`src/rtl/ripple_mon_pkg.sv`:
```
// Shared types and helpers for the ripple counter monitor.
// Holds the FSM state type, the fixed widths and the mod-2^W next-count helper.
`timescale 1ns/1ps
package ripple_mon_pkg;

    localparam int SYNC_STAGES = 2;
    localparam int ERR_CNT_W   = 8;

    typedef enum logic [1:0] {
        SYNC    = 2'd0,
        ACQUIRE = 2'd1,
        TRACK   = 2'd2
    } mon_state_e;

    // Count expected after one step in the given direction, wrapped to w bits.
    function automatic logic [31:0] expected_next(input logic [31:0] cur,
                                                  input logic        down,
                                                  input int unsigned w);
        logic [31:0] mask;
        mask = (w >= 32) ? '1 : ((32'd1 << w) - 32'd1);
        return down ? ((cur - 32'd1) & mask) : ((cur + 32'd1) & mask);
    endfunction

endpackage

```
`src/rtl/bus_stab_filter.sv`:
```
// Brings an asynchronous, glitching bus into the clk domain and flags when the
// synchronised value has been identical for STABLE_CYCLES consecutive samples.
`timescale 1ns/1ps
module bus_stab_filter
    import ripple_mon_pkg::*;
#(
    parameter int W             = 3,
    parameter int STABLE_CYCLES = 3
) (
    input  logic         clk,
    input  logic         rst,
    input  logic [W-1:0] bus_i,
    output logic [W-1:0] cand_o,
    output logic         settled_o
);

    localparam int            STAB_W   = 4;
    localparam logic [STAB_W-1:0] STAB_MAX = STAB_W'(STABLE_CYCLES - 1);

    logic [W-1:0]      sync_q [SYNC_STAGES];
    logic [W-1:0]      s2;
    logic [W-1:0]      cand_q;
    logic [STAB_W-1:0] stab_q;

    assign s2 = sync_q[SYNC_STAGES-1];

    // No per-bit handshake: skewed bits look like short-lived values and are
    // rejected by the stability counter below.
    always_ff @(posedge clk or posedge rst) begin
        if (rst) begin
            for (int i = 0; i < SYNC_STAGES; i++) begin
                sync_q[i] <= '0;
            end
            cand_q <= '0;
            stab_q <= '0;
        end else begin
            sync_q[0] <= bus_i;
            for (int i = 1; i < SYNC_STAGES; i++) begin
                sync_q[i] <= sync_q[i-1];
            end
            if (s2 != cand_q) begin
                cand_q <= s2;
                stab_q <= '0;
            end else if (stab_q != STAB_MAX) begin
                stab_q <= stab_q + 1'b1;
            end
        end
    end

    assign cand_o    = cand_q;
    assign settled_o = (s2 == cand_q) && (stab_q == STAB_MAX);

endmodule

```
`src/rtl/ripple_count_monitor.sv`:
```
// Commits settled ripple-counter values into the clk domain and classifies
// each commit as a step, a wrapping step or an error.
`timescale 1ns/1ps
module ripple_count_monitor
    import ripple_mon_pkg::*;
#(
    parameter int W             = 3,
    parameter int STABLE_CYCLES = 3
) (
    input  logic                 clk,
    input  logic                 rst,
    input  logic [W-1:0]         cnt_in,
    input  logic                 mode_down,
    input  logic                 clear,
    output logic [W-1:0]         cnt_out,
    output logic                 cnt_valid,
    output logic                 step_pulse,
    output logic                 wrap_pulse,
    output logic                 err_pulse,
    output logic [ERR_CNT_W-1:0] err_count
);

    logic [W-1:0] cand;
    logic         settled;

    bus_stab_filter #(
        .W             (W),
        .STABLE_CYCLES (STABLE_CYCLES)
    ) u_filter (
        .clk       (clk),
        .rst       (rst),
        .bus_i     (cnt_in),
        .cand_o    (cand),
        .settled_o (settled)
    );

    mon_state_e           state_q,   state_d;
    logic [1:0]           sync_cnt_q, sync_cnt_d;
    logic [W-1:0]         cnt_q,     cnt_d;
    logic                 valid_q,   valid_d;
    logic                 step_q,    step_d;
    logic                 wrap_q,    wrap_d;
    logic                 err_q,     err_d;
    logic [ERR_CNT_W-1:0] errcnt_q,  errcnt_d;
    logic                 is_step;
    logic                 at_wrap_edge;

    assign is_step      = (32'(cand) == expected_next(32'(cnt_q), mode_down, W));
    assign at_wrap_edge = mode_down ? (cnt_q == '0) : (cnt_q == {W{1'b1}});

    always_comb begin
        state_d    = state_q;
        sync_cnt_d = sync_cnt_q;
        cnt_d      = cnt_q;
        valid_d    = valid_q;
        step_d     = 1'b0;
        wrap_d     = 1'b0;
        err_d      = 1'b0;
        errcnt_d   = errcnt_q;

        case (state_q)
            SYNC: begin
                if (sync_cnt_q == 2'(SYNC_STAGES - 1)) begin
                    state_d = ACQUIRE;
                end else begin
                    sync_cnt_d = sync_cnt_q + 1'b1;
                end
            end
            ACQUIRE: begin
                if (settled) begin
                    cnt_d   = cand;
                    valid_d = 1'b1;
                    state_d = TRACK;
                end
            end
            TRACK: begin
                if (settled && (cand != cnt_q)) begin
                    cnt_d = cand;
                    if (is_step) begin
                        step_d = 1'b1;
                        wrap_d = at_wrap_edge;
                    end else begin
                        err_d = 1'b1;
                        if (errcnt_q != '1) begin
                            errcnt_d = errcnt_q + 1'b1;
                        end
                    end
                end
            end
            default: state_d = SYNC;
        endcase

        // Re-acquire wins over any commit landing in the same cycle.
        if (clear) begin
            state_d  = ACQUIRE;
            cnt_d    = cnt_q;
            valid_d  = 1'b0;
            errcnt_d = '0;
            step_d   = 1'b0;
            wrap_d   = 1'b0;
            err_d    = 1'b0;
        end
    end

    always_ff @(posedge clk or posedge rst) begin
        if (rst) begin
            state_q    <= SYNC;
            sync_cnt_q <= '0;
            cnt_q      <= '0;
            valid_q    <= 1'b0;
            step_q     <= 1'b0;
            wrap_q     <= 1'b0;
            err_q      <= 1'b0;
            errcnt_q   <= '0;
        end else begin
            state_q    <= state_d;
            sync_cnt_q <= sync_cnt_d;
            cnt_q      <= cnt_d;
            valid_q    <= valid_d;
            step_q     <= step_d;
            wrap_q     <= wrap_d;
            err_q      <= err_d;
            errcnt_q   <= errcnt_d;
        end
    end

    assign cnt_out    = cnt_q;
    assign cnt_valid  = valid_q;
    assign step_pulse = step_q;
    assign wrap_pulse = wrap_q;
    assign err_pulse  = err_q;
    assign err_count  = errcnt_q;

endmodule

```
`config.mk`:
```
export PLATFORM = sky130hd
export DESIGN_NAME = ripple_count_monitor
export DESIGN_NICKNAME = d
export VERILOG_FILES = /design/src/rtl/ripple_mon_pkg.sv /design/src/rtl/bus_stab_filter.sv /design/src/rtl/ripple_count_monitor.sv
export SDC_FILE = /design/constraint.sdc
export NUM_CORES = 1
export LEC_CHECK = 0
export CAP_MARGIN = 15
export CORE_MARGIN = 8
export CORE_UTILIZATION = 29
export DETAILED_ROUTE_END_ITERATION = 10
export PLACE_DENSITY = 0.47
export SYNTH_ARGS = -nofsm -noshare
export SYNTH_HDL_FRONTEND = slang
export SYNTH_SLANG_ARGS = --single-unit
```
`constraint.sdc`:
```
create_clock -name clk -period 2 [get_ports clk]
set_input_delay 0.4 -clock clk [delete_from_list [all_inputs] [get_ports clk]]
set_output_delay 0.4 -clock clk [all_outputs]
set_load 0.01 [all_outputs]
```
==> flow_summary.json <==
{
  "finalHoldViolations": 0,
  "io_buffers": 21,
  "setup_violations": 8,
  "violations": "setup timing",
  "synth_top_area_cell": "dfrtp_1",
  "synth_cell_types": 36,
  "grt_max_degree": 33,
  "h-tree-depth": 2,
  "finalCritPeriodShare_pct": 107.3,
  "synthTopCellsByArea": "dfrtp_1 (53%), xnor2_1 (5.7%), ha_1 (3.3%)",
  "final_layout_size_suffix_gt1_share_pct": 39.06,
  "ir_worst_vdd_uv": 388.9,
  "ant_nets": 0,
  "tightest_slew_ps": 404.4,
  "synthTopCellsByCount": "dfrtp_1 (32), nor2_1 (13), xnor2_1 (10)",
  "wl_per_cell_um": 13.53,
  "fp.dieW_um": 88.49,
  "period_needed_ps": 2146,
  "grt_pass1_vias": 1263,
  "skew_ps": 4.693,
  "worstSetupEndpointType": "register",
  "slew_violations": 0,
  "yosysMostFrequentCell": "dfrtp_1",
  "drt_iter0_drc": 37,
  "grt_usage_pct": 9.480,
  "register_area_um2": 805.8,
  "fmax_ghz": 0.4659,
  "synth-seq-area-share_pct": 52.55,
  "start_kind": "register",
  "viasPerCell": 4.603,
  "cts_sinks": 32,
  "ys_ff_latch": 32,
  "syn_inst": 141,
  "start_util_pct": 30.03,
  "diodes": 0,
  "syn_nets": 153,
  "synthArstFlopShare_pct": 100.0,
  "synth_top_area_share_pct": 52.55,
  "clock_latency_ps": 280,
  "rsz0062_at_grt": "true",
  "cts_max_path_buffers": 2,
  "place_congestion": 0.8131,
  "slew_headroom_pct": 73.04,
  "vias": 1206,
  "antenna_found_initial": 0,
  "worstPathMaxFanout": 6,
  "path_clk_slew_ps": 70,
  "status": "complete, but fails checks",
  "cp.required_ps": 2170,
  "final_nets": 204,
  "drtPass1Iterations": 4,
  "gr-total-overflow": 0,
  "drc_errors": 0,
  "die-area_mm2": 0.007830,
  "dp_hpwl_um": 2516,
  "timing.final.ws_setup_ps": -146.4,
  "io_pins": 22,
  "multi_input_comb_area_um2": 824.5,
  "cts_buffers": 5,
  "cts_root_buf": "clkbuf_8",
  "fillCellCount": 500,
  "synth_enable_flop_cells": 0,
  "fp-row-count": 26,
  "power_mw": 1.383,
  "yosysWarningCount": 0,
  "worstHoldPathType": "reg2reg",
  "critPathKind": "reg2reg",
  "utilization_pct": 44.53,
  "leakage_nw": 0.9755,
  "netlist_area_mm2": 0.001524,
  "ys.flop_type": "dfrtp_1",
  "drv_cap": 0,
  "power_density_mw_per_mm2": 611.8,
  "coreArea_mm2": 0.005075,
  "synth_area_per_cell_um2": 10.81,
  "postCtsHoldBufs": 0,
  "chipHeight_um": 88.49,
  "cts_tree": "built",
  "crit_arrival_ps": 2310,
  "drt_wl_total_um": 3546,
  "grt_pass1_wl_um": 5699,
  "area_growth_pct": 48.28
}
==> logic make-up (layout without fill, tap and decap cells) <==
group / Yosys count / in the layout / share of synthesized area [%]
adder cells (fa/ha/maj): 5 / 5 / 4.598
XOR/XNOR: 13 / 13 / 7.471
AND/OR/NAND/NOR: 52 / 52 / 18.56
flip-flops: 32 / 32 / 52.55
buffers and inverters: 14 / 65 / 3.776
AO/OA/AOI/OAI: 19 / 19 / 8.129
multiplexers: 6 / 6 / 4.926
==> worst max-delay path: stages, from the launching register on <==
cell and delay [ps]:
dfrtp_2 380, inv_2 50, fa_2 410, xnor2_2 160
xnor2_2 250, o21ai_4 120, or3_4 380, mux2_4 300
==> timing repair <==
action,4_1_cts,5_1_grt
pin swaps,6,9
buffers inserted,3,2
endpoints found under the setup margin,13,13
resized for setup,15,14
==> metrics by stage <==
stage                     hold WS (ps)  setup WS [ps]  cells  area (um2)  setup TNS (ps)
final                            350.4         -146.4    262        2260          -535.4
after CTS                        355.1         -132.2    260        2156          -406.9
after global routing             358.6         -197.5    262        2260           -1083
after detailed placement         340.2         -669.8    250        2007           -6131
after global placement           334.8         -555.9    250        2007           -5387
after floorplan                  331.2         -66.90    141        1556          -187.4
==> flip-flops by register name (all words and copies together) (netlist names) <==
register         cells
u_filter.cand_o      3
cnt_out              3
state_q              2
u_filter.sync_q      3
u_filter.stab_q      4
cnt_valid            1
step_pulse           1
u_filter.s2          3
sync_cnt_q           2
wrap_pulse           1
err_pulse            1
err_count            8
==> worst paths after layout <==
kind	end	slack (ps)	cells past startpoint	from
setup / recovery	err_count[5]$_DFFE_PP0P_	-150	7	cnt_out[1]$_DFFE_PP0P_
hold / removal	u_filter.s2[0]$_DFF_PP0_	350	0	u_filter.sync_q[3]$_DFF_PP0_
setup reg to reg	err_count[5]$_DFFE_PP0P_	-150	7	cnt_out[1]$_DFFE_PP0P_
hold reg to reg	u_filter.s2[0]$_DFF_PP0_	350	0	u_filter.sync_q[3]$_DFF_PP0_
max in group asynchronous	cnt_out[2]$_DFFE_PP0P_	1180	3	rst
min in group asynchronous	sync_cnt_q[0]$_DFFE_PP0P_	510	3	rst
==> cell type report <==
| type | count | area share [%] |
|---|---|---|
| Multi-Input combinational cell | 95 | 36.49 |
| Tap cell | 70 | 3.876 |
| Sequential cell | 32 | 35.66 |
| Clock buffer | 6 | 3.212 |
| Clock inverter | 1 | 0.2215 |
| Timing Repair Buffer | 50 | 19.21 |
| Inverter | 8 | 1.329 |
==> power by group <==
| group | leakage (nW) | internal, mW | switching (mW) |
|---|---|---|---|
| clock | 0.0410 | 0.236 | 0.224 |
| combinational | 0.523 | 0.116 | 0.108 |
| sequential | 0.412 | 0.677 | 0.0215 |
| total | 0.975 | 1.03 | 0.354 |
==> per-layer routing <==
metal | global-route usage, % | vias up | part of all wire (%)
li1 | - | 583 | -
met1 | 10.04 | 593 | 42
met2 | 16.43 | 24 | 52
met3 | 3.621 | 6 | 5.3
met4 | 3.994 | 0 | 1.3
met5 | 0 | - | 0
==> layout by cell type, fill, tap and decap left out, types with 2 or more instances in the layout <==
master	count
a211oi_1	2
a21oi_1	3
a311oi_2	2
a31oi_4	3
and2_1	2
and3_1	4
buf_4	27
buf_6	2
clkbuf_8	5
clkdlybuf4s50_1	20
dfrtp_1	28
dfrtp_2	4
ha_1	4
inv_1	5
inv_2	3
mux2_2	4
mux2_4	2
nand2_1	5
nand2b_1	2
nand3_1	2
nand4_1	2
nor2_1	11
nor2_2	2
nor2b_1	4
nor3_2	2
o21ai_0	3
or2_4	2
or3_1	3
or3_4	2
xnor2_1	6
xnor2_2	4
xor2_1	3
(Power assumes the default switching activity.)
